`src/rtl/spi_register_file.sv`:
```
// spi_register_file: SPI-slave register file with per-bit set/clear/toggle, readback and soft reset.
// clk/rst: system clock, async active-high reset. COM_CLK/COM_CS/COM_MOSI/COM_MISO: SPI pins (CPOL=0, CS low).
// status: readback word at STATUS_ADDR. regs: register k at [k*DW +: DW]. frame_done/frame_err: one-clk commit pulses.
module spi_register_file #(
  parameter int NREG = 4,
  parameter int DW = 8,
  parameter int BASE_ADDR = 7,
  parameter int RESET_ADDR = 11,
  parameter int STATUS_ADDR = 12,
  parameter logic [DW-1:0] INIT = '0
) (
  input  logic clk,
  input  logic rst,
  input  logic COM_CLK,
  input  logic COM_CS,
  input  logic COM_MOSI,
  output logic COM_MISO,
  input  logic [DW-1:0] status,
  output logic [NREG*DW-1:0] regs,
  output logic frame_done,
  output logic frame_err
);
  localparam int FRAME = 8 + 2*DW;
  localparam int CW = $clog2(FRAME + 2);
  logic [1:0] clk_s, cs_s, mosi_s;
  logic clk_h, cs_h;
  logic [CW-1:0] cnt;
  logic [FRAME-1:0] sr;
  logic [DW-1:0] tx, rd, set_m, clr_m;
  logic [7:0] addr_new, addr;
  logic rise, fall, cs_rise, cs_fall;
  assign rise = ~cs_s[1] & ~clk_h & clk_s[1];
  assign fall = ~cs_s[1] & clk_h & ~clk_s[1];
  assign cs_rise = cs_s[1] & ~cs_h;
  assign cs_fall = ~cs_s[1] & cs_h;
  // address byte as it completes on the 8th rise, and fields of a full frame
  assign addr_new = {sr[6:0], mosi_s[1]};
  assign addr = sr[FRAME-1 -: 8];
  assign set_m = sr[2*DW-1:DW];
  assign clr_m = sr[DW-1:0];
  always_comb begin
    rd = (addr_new == 8'(STATUS_ADDR)) ? status : '0;
    for (int k = 0; k < NREG; k++) rd = (addr_new == 8'(BASE_ADDR + k)) ? regs[k*DW +: DW] : rd;
  end
  always_ff @(posedge clk or posedge rst) begin
    if (rst) begin
      clk_s <= '0;
      cs_s <= '1;
      mosi_s <= '0;
      clk_h <= 1'b0;
      cs_h <= 1'b1;
      cnt <= '0;
      sr <= '0;
      tx <= '0;
      regs <= {NREG{INIT}};
      COM_MISO <= 1'b0;
      frame_done <= 1'b0;
      frame_err <= 1'b0;
    end else begin
      clk_s <= {clk_s[0], COM_CLK};
      cs_s <= {cs_s[0], COM_CS};
      mosi_s <= {mosi_s[0], COM_MOSI};
      clk_h <= clk_s[1];
      cs_h <= cs_s[1];
      frame_done <= 1'b0;
      frame_err <= 1'b0;
      if (cs_fall) begin
        cnt <= '0;
        tx <= '0;
      end else if (cs_rise) begin
        cnt <= '0;
        if (cnt != CW'(FRAME)) frame_err <= 1'b1;
        else begin
          frame_done <= 1'b1;
          if (addr == 8'(RESET_ADDR)) regs <= {NREG{INIT}};
          // set-only -> 1, clear-only -> 0, both -> toggle, neither -> hold
          for (int k = 0; k < NREG; k++)
            if (addr == 8'(BASE_ADDR + k))
              regs[k*DW +: DW] <= ((regs[k*DW +: DW] | set_m) & ~clr_m) | (set_m & clr_m & ~regs[k*DW +: DW]);
        end
      end else begin
        if (rise) begin
          sr <= {sr[FRAME-2:0], mosi_s[1]};
          if (cnt != CW'(FRAME + 1)) cnt <= cnt + 1'b1;
          if (cnt == CW'(7)) tx <= rd;
        end
        if (fall) begin
          COM_MISO <= (cnt >= CW'(8) && cnt < CW'(8 + DW)) ? tx[DW-1] : 1'b0;
          if (cnt >= CW'(8) && cnt < CW'(8 + DW)) tx <= tx << 1;
        end
      end
      if (cs_s[1]) COM_MISO <= 1'b0;
    end
  end
endmodule

```
`config.mk`:
```
export PLATFORM = sky130hd
export DESIGN_NAME = spi_register_file
export DESIGN_NICKNAME = d
export VERILOG_FILES = /design/src/rtl/spi_register_file.sv
export SDC_FILE = /design/constraint.sdc
export NUM_CORES = 1
export LEC_CHECK = 0
export CORE_ASPECT_RATIO = 2
export CORE_UTILIZATION = 50
export CTS_CLUSTER_SIZE = 28
export DETAILED_ROUTE_END_ITERATION = 6
export PLACE_DENSITY = 0.72
export SLEW_MARGIN = 20
export SYNTH_ARGS = -nofsm -noshare
export SYNTH_HDL_FRONTEND = slang
export SYNTH_SLANG_ARGS = --single-unit
```
`constraint.sdc`:
```
create_clock -name clk -period 5.7 [get_ports clk]
set_clock_uncertainty 0.05 [all_clocks]
set_input_delay 1.14 -clock clk [delete_from_list [all_inputs] [get_ports clk]]
set_output_delay 1.14 -clock clk [all_outputs]
set_load 0.02 [all_outputs]
```
# Word-level counts from Yosys, hierarchy flattened
# Index checks and enable logic that the tools add are counted.
# totals
input_bits,13
output_inout_bits,35
regBits,80
# classes
n_eq_ne,16
addsub,1
muxes,31
n_reduce_logical,15
bitwise_logic,35
magnitude_cmp,2
# ops
cell,count
8-bit 2-to-1 mux,15
8-bit bitwise AND,9
8-bit by 4-bit == test with 1-bit output (second input constant),8
8-bit OR,8
8-bit NOT,5
32-bit 2-to-1 mux,1
5-bit 2-to-1 mux,4
8-bit by 3-bit == test with 1-bit output (second input constant),2
4-bit AND reduction,4
1-bit 2-to-1 mux,11
5-bit inequality test (second input constant),2
2-bit nonzero test,5
1-bit NOT,7
1-bit bitwise AND,6
3-bit AND reduction,2
3-bit nonzero test,2
5-bit by 1-bit adder with 5-bit output (second input constant),1
5-bit by 3-bit == test with 1-bit output (second input constant),1
5-bit by 4-bit greater-or-equal comparator with 1-bit output (second input constant),1
5-bit < comparator (second input constant),1
2-bit inequality test (second input constant),2
2-bit by 1-bit inequality test with 1-bit output (second input constant),1
2-bit AND reduction,1
1-bit logical AND,1

# Longest topological paths before layout
# Gate-level depths: netlist of run 1.
# depth
ltp_word,12
ltp_mapped,7
mapped_depth_nobuf,6

# Least setup slack after synthesis of run 1
# Ideal clock, no wire load.
# synth_path
kind,register -> register
startpoint,register cs_s[1]
endpoint,register sr[10]
slack_ns,3.586
arrival_time_ns,1.939
t_required_ns,5.525
path_stages_with_launch,7
n_path_buf,1
cell_sequence,dfstp_2 -> inv_1 -> ha_1 -> inv_1 -> nor2_1 -> buf_2 -> mux2_2
# synth_via
elab_chain_cells,4
word_cells_on_any_way,8
cone_classes,7 x bitwise; 1 x reduce/logical
# synth_lines
item,line_no,rtl
from (decl),25,"logic [1:0] clk_s, cs_s, mosi_s;"
from (signal assigned),61,"cs_s <= {cs_s[0], COM_CS};"
1-bit NOT,"32, 35",
1-bit bitwise AND (on tied branches),"32, 35",
1-bit bitwise AND or 1-bit NOT (tied branches),--,
3-bit AND reduction (no line) *,--,
to (signal assigned),83,"sr <= {sr[FRAME-2:0], mosi_s[1]};"
to (decl),28,logic [FRAME-1:0] sr;
# Every way passes the cells marked *; elsewhere a longest branch is shown, timed or not.
# A chain may end at the register's enable or synchronous reset.

# Final worst setup path of run 1
# layout_path
startpoint,register cs_s[1]
endpoint,register regs[28]
# layout_via
elab_chain_cells,4
word_cells_on_any_way,5
cone_classes,4 x bitwise; 1 x reduce/logical
# layout_lines
item,line_no,rtl
1-bit NOT,35,assign cs_fall = ~cs_s[1] & cs_h;
1-bit bitwise AND,35,
1-bit NOT (no line),--,
4-bit AND reduction (no line) *,--,
to (signal assigned),55,regs <= {NREG{INIT}};
to (signal assigned),75,if (addr == 8'(RESET_ADDR)) regs <= {NREG{INIT}};
"to (signal, indexed assignment)",79,regs[k*DW +: DW] <= ((regs[k*DW +: DW] | set_m) & ~clr_m) | (set_m & clr_m & ~regs[k*DW +: DW]);
to (decl),19,"output logic [NREG*DW-1:0] regs,"
# Marked as above.

==> results of run 1 <==
stage by stage:
step,total power [mW],setup WS (ns)
floorplan,0.821,2.46
detailed placement,0.861,3.03
global placement,0.853,3.12
global route,1.45,2.82
finish,1.39,2.95
CTS,1.39,3.00
where the power goes:
part	switching (mW)	internal, mW	leakage (nW)
logic	0.109	0.0851	0.735
clock network	0.238	0.298	0.129
registers	0.0698	0.590	1.09
total	0.417	0.973	1.95
logic make-up (layout without fill, tap and decap cells):
group | Yosys count | after routing | share of synthesized area [%]
multiplexers | 28 | 28 | 7.15
AND/OR/NAND/NOR | 125 | 125 | 17.6
adder cells (fa/ha/maj) | 6 | 6 | 1.75
AO/OA/AOI/OAI | 120 | 120 | 21.2
flip-flops | 80 | 80 | 46.8
buffers and inverters | 47 | 76 | 5.54
critical path, cell delays in order, from the launching register on:
cell	delay [ns]
dfstp_2	0.57
ha_1	0.26
and2_1	0.21
nand4_1	0.83
o31ai_1	0.57
o31ai_1	0.12
registers in the layout, summed over array words and instances, names as in the netlist:
| signal | flops |
|---|---|
| cs_h | 1 |
| tx | 8 |
| COM_MISO | 1 |
| frame_done | 1 |
| clk_h | 1 |
| sr | 24 |
| mosi_s | 2 |
| regs | 32 |
| cnt | 5 |
| clk_s | 2 |
| cs_s | 2 |
| frame_err | 1 |
area by class of cell:
cell class | instances | area (µm²)
Fill cell | 711 | 3310
Multi-Input combinational cell | 279 | 2050
Sequential cell | 80 | 2010
Timing Repair Buffer | 50 | 493
Clock buffer | 9 | 225
Tap cell | 98 | 123
Clock inverter | 7 | 53.8
Inverter | 10 | 38.8
path summary, 6_finish.rpt:
path                       cells after the start  slack, ns        to
setup / recovery                               5       2.95  regs[28]
max in group asynchronous                      3       3.49  regs[27]
hold reg to reg                                0       0.30  clk_s[1]
min in group asynchronous                      2       1.06   regs[9]
hold / removal                                 0       0.30  clk_s[1]
setup reg to reg                               5       2.95  regs[28]
cell usage in the layout (no fill, tap or decap), drive strengths merged, types with 7 or more instances in the layout:
cell type,instances
a32oi,7
clkbuf,9
clkdlybuf4s50,47
dfrtp,77
inv,10
mux2,21
mux2i,7
nand2,19
nand2b,24
nand3,10
nor2,7
nor4,34
o21ai,24
o31ai,59
o41ai,8
routing by layer:
| metal | track usage (%) | up-vias | part of all wire, % | wire length [µm] |
|---|---|---|---|---|
| met5 | 0 | - | 0 | 0 |
| met4 | 18.1 | 0 | 6.3 | 762 |
| met3 | 5.43 | 45 | 5.0 | 609 |
| met2 | 47.8 | 168 | 52 | 6290 |
| met1 | 33.2 | 1799 | 37 | 4490 |
| li1 | - | 1623 | - | - |
==> results.toml, run 1 <==
[clock_network]
post-cts-setup-buffers = 0
cts_buffers = 9
clockBufferDepth = 2
clock_sinks = 80
cts-root-buf = "clkbuf_16"
clk_latency_ns = 0.34
cts-resized-gates = 0
clk_pin_slew_worst_paths_ns = 0.06
htree_num_levels = 3
cts_tree = "done"
hold_buffers = 0

[grt]
grt_overflow = 0
antenna_found_initial = 0
grt_use_total_pct = 29.1
grt_pass1_wl_um = 18800
grt_pass1_vias = 3528
grt_max_degree = 59

[layout]
layout.cells.non_filler = 533
drive_above_1_share_pct = 14.3
syn2layout_area_growth_pct = 16.3
finalInstanceArea_mm2 = 0.00499
fin_util_pct = 60.1
layout.nets = 449
antenna_cells = 0

[timing]
finalSetupTns_ns = 0
tightest_slew_ns = 1.07
hold_slack_ns = 0.304
timing.final.max_slew_violations = 0
fmax_ghz = 0.364
finalCritPeriodShare_pct = 48.2
max_slew_margin_pct = 28.4
rsz0062_at_grt = "false"
hold_viol_final = 0
setup_viol = 0
fin_crit_ns = 2.75

[synthesis]
mappedNetlistArea_mm2 = 0.00429
synth.most_common_cell = "dfrtp_1"
async_reset_ff_share_pct = 100
synth_top_cells_by_count = "dfrtp_1, o31ai_1, nor4_1"
ys_warn_count = 0
synth_nets = 425
synth-edff-count = 0
yosys.area.top_type = "dfrtp_1"
syn_area_per_cell_um2 = 10.6
yosysSeqAreaShare_pct = 46.8
yosys.cell_types.count = 54
synth.top_cell.area_share_pct = 44.9
netlist_instances = 406
ys.flop_type = "dfrtp_1"
synth.area.top_cells = "dfrtp_1, o31ai_1, mux2_2"
ys_seq_elements = 80

[detailed_routing]
wirelength_um = 12100
vias = 3635
postRouteAntennaNets = 0
viasPerCell = 6.82
drc = 0
detail_route.wl_per_cell_um = 22.8
drtPass1Iterations = 5
drt_first_iter_violations = 232

[floorplanning]
start_util_pct = 51.7
core_area_mm2 = 0.00829
die_h_um = 133
rows = 47
die_w_um = 67.5
die_area_mm2 = 0.00897
io_pins = 48

[power_and_ir_drop]
ir_worst_vdd_mv = 0.181
p_leak_nw = 1.95
p_per_area_mw_per_mm2 = 279

[hold_path]
hold_class = "reg2reg"
min-delay-start = "clk_s[0]"

[placement]
placed_cells = 517
place.gp.congestion = 0.867
port_buffers = 47
dp_hpwl_um = 8770
placed_area_mm2 = 0.00471

[flow_run]
maxCapViolCount = 0

[setup_path]
crit_arrival_ns = 2.91
startpoint = "cs_s[1]"
crit_required_ns = 5.86
crit_path_end_kind = "flop"
start_kind = "flop"
cp_max_fo = 24
rr_startpoint = "cs_s[1]"
critical_path_class = "reg2reg"

[outcome]
status = "finished clean"
Power figures use the tool's default switching activity.
==> run 2: changes to the inputs <==
PLACE_DENSITY = 0.75   (was 0.72)
clock period = 2.5 ns   (was 5.7 ns; I/O delays follow)
==> results.toml, run 2 (synthesis results as in run 1) <==
[setup_path]
start_kind = "flop"
crit_arrival_ns = 2.47
critPathSlowestCell = "or4_1"
crit_path_end_kind = "flop"
cp_max_fo = 14
crit_required_ns = 2.68
critPathMaxStageDelay_ns = 0.76
cp_top_family = "simple AND/OR/NAND/NOR gates"
crit_chain = "or4_1 > or3_1 > o31ai_1"
critical_path_buf_inv_count = 0
critical_path_class = "reg2reg"

[layout]
top_register = "regs"
largest_register_ffs = 32
drive_above_1_share_pct = 16.7
antenna_cells = 0
layout.cells.non_filler = 547
layout.nets = 463
largest_registers = "regs: 32 flops, sr: 24 flops, tx: 8 flops"
fin_util_pct = 62.1
syn2layout_area_growth_pct = 20.1
layout_commonest_cell = "dfrtp_1"
final_cell_mix = "dfrtp_1, o31ai_1, clkdlybuf4s50_1"

[clock_network]
cts-resized-gates = 0
htree_num_levels = 3
clockBufferDepth = 2
post-cts-setup-buffers = 0
cts_buffers = 9
clk_pin_slew_worst_paths_ns = 0.06
hold_buffers = 0
cts_tree = "done"
clock_sinks = 80
clk_latency_ns = 0.34
cts-root-buf = "clkbuf_16"

[floorplanning]
core_area_mm2 = 0.00829
die_w_um = 67.5
start_util_pct = 51.7
die_h_um = 133
rows = 47
die_area_mm2 = 0.00897
io_pins = 48

[timing]
hold_slack_ns = 0.308
max_slew_margin_pct = 53.3
finalSetupTns_ns = 0
fin_crit_ns = 2.30
setup_viol = 0
finalCritPeriodShare_pct = 91.9
hold_viol_final = 0
timing.final.max_slew_violations = 0
tightest_slew_ns = 0.699
fmax_ghz = 0.435
rsz0062_at_grt = "false"

[hold_path]
hold_class = "reg2reg"

[power_and_ir_drop]
ir_worst_vdd_mv = 0.425
finalPower_mw = 3.43
p_leak_nw = 2.05
p_per_area_mw_per_mm2 = 667

[detailed_routing]
drt_first_iter_violations = 260
drc = 0
drtPass1Iterations = 5
postRouteAntennaNets = 0
viasPerCell = 6.82
wirelength_um = 12300
detail_route.wl_per_cell_um = 22.6
vias = 3731

[grt]
antenna_found_initial = 0
grt_use_total_pct = 30.4
grt_pass1_vias = 3735
grt_overflow = 0
grt_max_degree = 81
grt_pass1_wl_um = 19800

[placement]
dp_hpwl_um = 8870
place.gp.congestion = 0.884
port_buffers = 47
placed_cells = 531

[outcome]
status = "finished clean"

[flow_run]
maxCapViolCount = 0
run 2: final timing paths:
check | startpoint | to | slack, ns | cells after the start
setup / recovery | sr[23] | regs[19] | 0.20 | 3
min in group asynchronous | rst | mosi_s[1] | 0.56 | 3
hold reg to reg | clk_s[0] | clk_s[1] | 0.31 | 0
hold / removal | clk_s[0] | clk_s[1] | 0.31 | 0
max in group asynchronous | rst | cs_s[1] | 1.48 | 3
setup reg to reg | sr[23] | regs[19] | 0.20 | 3
run 2: area by class of cell:
cell class / instances / area (µm²)
Inverter: 10 / 41.3
Tap cell: 98 / 123
Fill cell: 668 / 3140
Clock inverter: 5 / 81.3
Clock buffer: 11 / 243
Multi-Input combinational cell: 279 / 2050
Sequential cell: 80 / 2010
Timing Repair Buffer: 64 / 611
run 2: metrics by stage:
stage / worst slack (ns) / cell area, µm²
CTS: 0.239 / 5150
global placement: 0.353 / 4830
finish: 0.202 / 5150
floorplan: 0.386 / 4290
global route: 0.0995 / 5150
detailed placement: 0.267 / 4830
run 2: routing by layer:
metal  up-vias  global-route usage [%]  share of wire, %
li1       1654                       -                 -
met1      1808                    34.2                35
met2       207                    50.4                52
met3        62                    5.52               6.4
met4         0                    19.4               6.7
met5         -                       0                 0
run 2: power breakdown:
group	switching, mW	internal [mW]
combinational	0.359	0.248
clock	0.514	0.901
sequential	0.0634	1.35
total	0.937	2.50
run 2: worst reg2reg max path: cells and delay by family (launching register included):
family	cells	cell delay (ns)
simple gates	2	1.37
flops	1	0.40
compound gates	1	0.37
==> run 3: changes to the inputs <==
ABC_AREA = 1   (was not set)
==> results.toml, run 3 <==
[outcome]
status = "finished clean"

[floorplanning]
die_w_um = 67.8
io_pins = 48
core_area_mm2 = 0.00835
rows = 47
start_util_pct = 51.9
die_h_um = 134
die_area_mm2 = 0.00906

[power_and_ir_drop]
p_leak_nw = 2.47
finalPower_mw = 3.46
ir_worst_vdd_mv = 0.604
combPwrFrac_pct = 15.5
switching_share_pct = 29.3
p_sw_mw = 1.01
seq_power_share_pct = 42.9
power_frac_clock_pct = 41.5
p_per_area_mw_per_mm2 = 660
internal-power_mw = 2.45

[synthesis]
ys.flop_type = "dfrtp_1"
syn_area_per_cell_um2 = 8.02
yosys.area.top_type = "dfrtp_1"
synth-edff-count = 0
mappedNetlistArea_mm2 = 0.00433
synth.area.top_cells = "dfrtp_1, nand2_1, inv_1"
yosysSeqAreaShare_pct = 46.3
synth_nets = 559
synth_top_cells_by_count = "nand2_1, dfrtp_1, inv_1"
netlist_instances = 540
synth.most_common_cell = "nand2_1"
yosys.cell_types.count = 34
synth.top_cell.area_share_pct = 44.5
ys_seq_elements = 80
ys_warn_count = 0
async_reset_ff_share_pct = 100

[grt]
grt_pass1_vias = 3888
grt_use_total_pct = 27.3
antenna_found_initial = 0
grt_overflow = 0
grt_pass1_wl_um = 18300
grt_max_degree = 81

[timing]
max_slew_margin_pct = 56.9
setup_viol = 0
tightest_slew_ns = 0.644
finalSetupTns_ns = 0
fin_crit_ns = 2.13
fmax_ghz = 0.469
finalCritPeriodShare_pct = 85.3
timing.final.max_slew_violations = 0
hold_viol_final = 0
hold_slack_ns = 0.302
rsz0062_at_grt = "false"

[layout]
finalInstanceArea_mm2 = 0.00524
largest_registers = "regs: 32 flops, sr: 24 flops, tx: 8 flops"
largest_register_ffs = 32
top_register = "regs"
fillCellCount = 736
syn2layout_area_growth_pct = 20.9
layout.nets = 610
final_cell_mix = "nand2_1, dfrtp_1, inv_1"
antenna_cells = 0
drive_above_1_share_pct = 11.4
layout_commonest_cell = "nand2_1"

[placement]
dp_hpwl_um = 8140
port_buffers = 47
placed_area_mm2 = 0.00492
place.gp.congestion = 0.893

[setup_path]
r2r_end = "cnt[3]"
critPathMaxStageDelay_ns = 0.55
rr_worst_depth = 9
startpoint = "cs_h"
endpoint = "cnt[3]"
crit_chain = "inv_1 > ha_1 > buf_4 > nor2_1 > inv_1 > o21ai_1 > inv_1 > nand2_1 > o22ai_1"
critPathSlowestCell = "dfstp_2"
start_kind = "flop"
cpMostUsedCell = "inv_1"
rrSetupSlack_ns = 0.37
crit_required_ns = 2.66
cp_max_fo = 10
crit_path_end_kind = "flop"
rr_startpoint = "cs_h"
critical_path_class = "reg2reg"
crit_arrival_ns = 2.29

[detailed_routing]
drtPass1Iterations = 5
drt_first_iter_violations = 270
detail_route.wl_per_cell_um = 16.1
vias = 3901
postRouteAntennaNets = 0
viasPerCell = 5.62
wirelength_um = 11100
drc = 0

[hold_path]
hold_class = "reg2reg"

[clock_network]
clk_pin_slew_worst_paths_ns = 0.06
clockBufferDepth = 2
clock_sinks = 80
cts-resized-gates = 0
cts-root-buf = "clkbuf_16"
cts_buffers = 9
post-cts-setup-buffers = 0
clk_latency_ns = 0.34
htree_num_levels = 3
cts_tree = "done"
hold_buffers = 0

[flow_run]
maxCapViolCount = 0
## run 3: changes by cell type in the layout (fill, tap and decap cells not counted), moves of 11 or more
cell,delta
o21ai_1,+11
inv_1,+60
mux2_2,-20
a21oi_1,+20
o21ai_0,+19
o2111ai_1,+14
nor2_1,+29
nand2_1,+124
nand3_1,+23
o31ai_1,-58
nand2b_1,-24
nor4_1,-33
## run 3: power by group through the flow
stage | Clock, mW | Sequential (mW) | Combinational, mW
finish | 1.44 | 1.48 | 0.537
global placement | 0 | 1.50 | 0.518
detailed placement | 0 | 1.50 | 0.528
floorplan | 0 | 1.48 | 0.364
global route | 1.49 | 1.50 | 0.589
CTS | 1.44 | 1.48 | 0.532
## run 3: kinds of logic (layout without fill, tap and decap cells)
family                     Yosys count  in the layout  share of synthesized area, %
adders and majority gates            6              6                          1.73
and+or+nand+nor                    234            234                          24.1
AOI/OAI and AO/OA                  127            127                          18.8
buffers and inverters               91            147                          8.63
xor gates and xnor gates             1              1                         0.202
muxes                                1              1                         0.260
DFF                                 80             80                          46.3
## run 3: layout make-up
cell class / count / area, µm² / area share [%]
Clock buffer: 11 / 243 / 4.63
Clock inverter: 5 / 80.1 / 1.53
Inverter: 75 / 285 / 5.44
Multi-Input combinational cell: 369 / 1950 / 37.3
Sequential cell: 80 / 2010 / 38.3
Tap cell: 98 / 123 / 2.34
Timing Repair Buffer: 56 / 551 / 10.5
## run 3: worst min-delay path by stage
stage / startpoint / endpoint / cells after the start
after global placement: mosi_s[0] / mosi_s[1] / 0
final: mosi_s[0] / mosi_s[1] / 0
after floorplan: clk_s[0] / clk_s[1] / 0
after CTS: mosi_s[0] / mosi_s[1] / 0
after global routing: mosi_s[0] / mosi_s[1] / 0
after detailed placement: mosi_s[0] / mosi_s[1] / 0
## run 3: per-stage QoR
stage	utilization, %	std cells	setup slack [ns]
after floorplan	-	540	0.687
after global placement	58.9	678	0.543
after detailed placement	58.9	678	0.422
after CTS	62.8	694	0.399
after global routing	62.8	694	0.231
final	62.8	694	0.367
## run 3: per-layer routing
layer	GRT usage, %	wire [µm]	vias to the layer above
met2	44.6	5780	143
met1	31.3	4280	1842
li1	-	-	1876
met5	0	0	-
met3	4.54	583	40
met4	18.3	495	0
## run 3: worst max-delay path: cells and delay by family, from the launching register on
kind                       cells  cell delay (ns)
buffers and inverters          4             0.49
adders and majority gates      1             0.27
and+or+nand+nor                2             0.30
AOI/OAI and AO/OA              2             0.34
DFF                            1             0.55
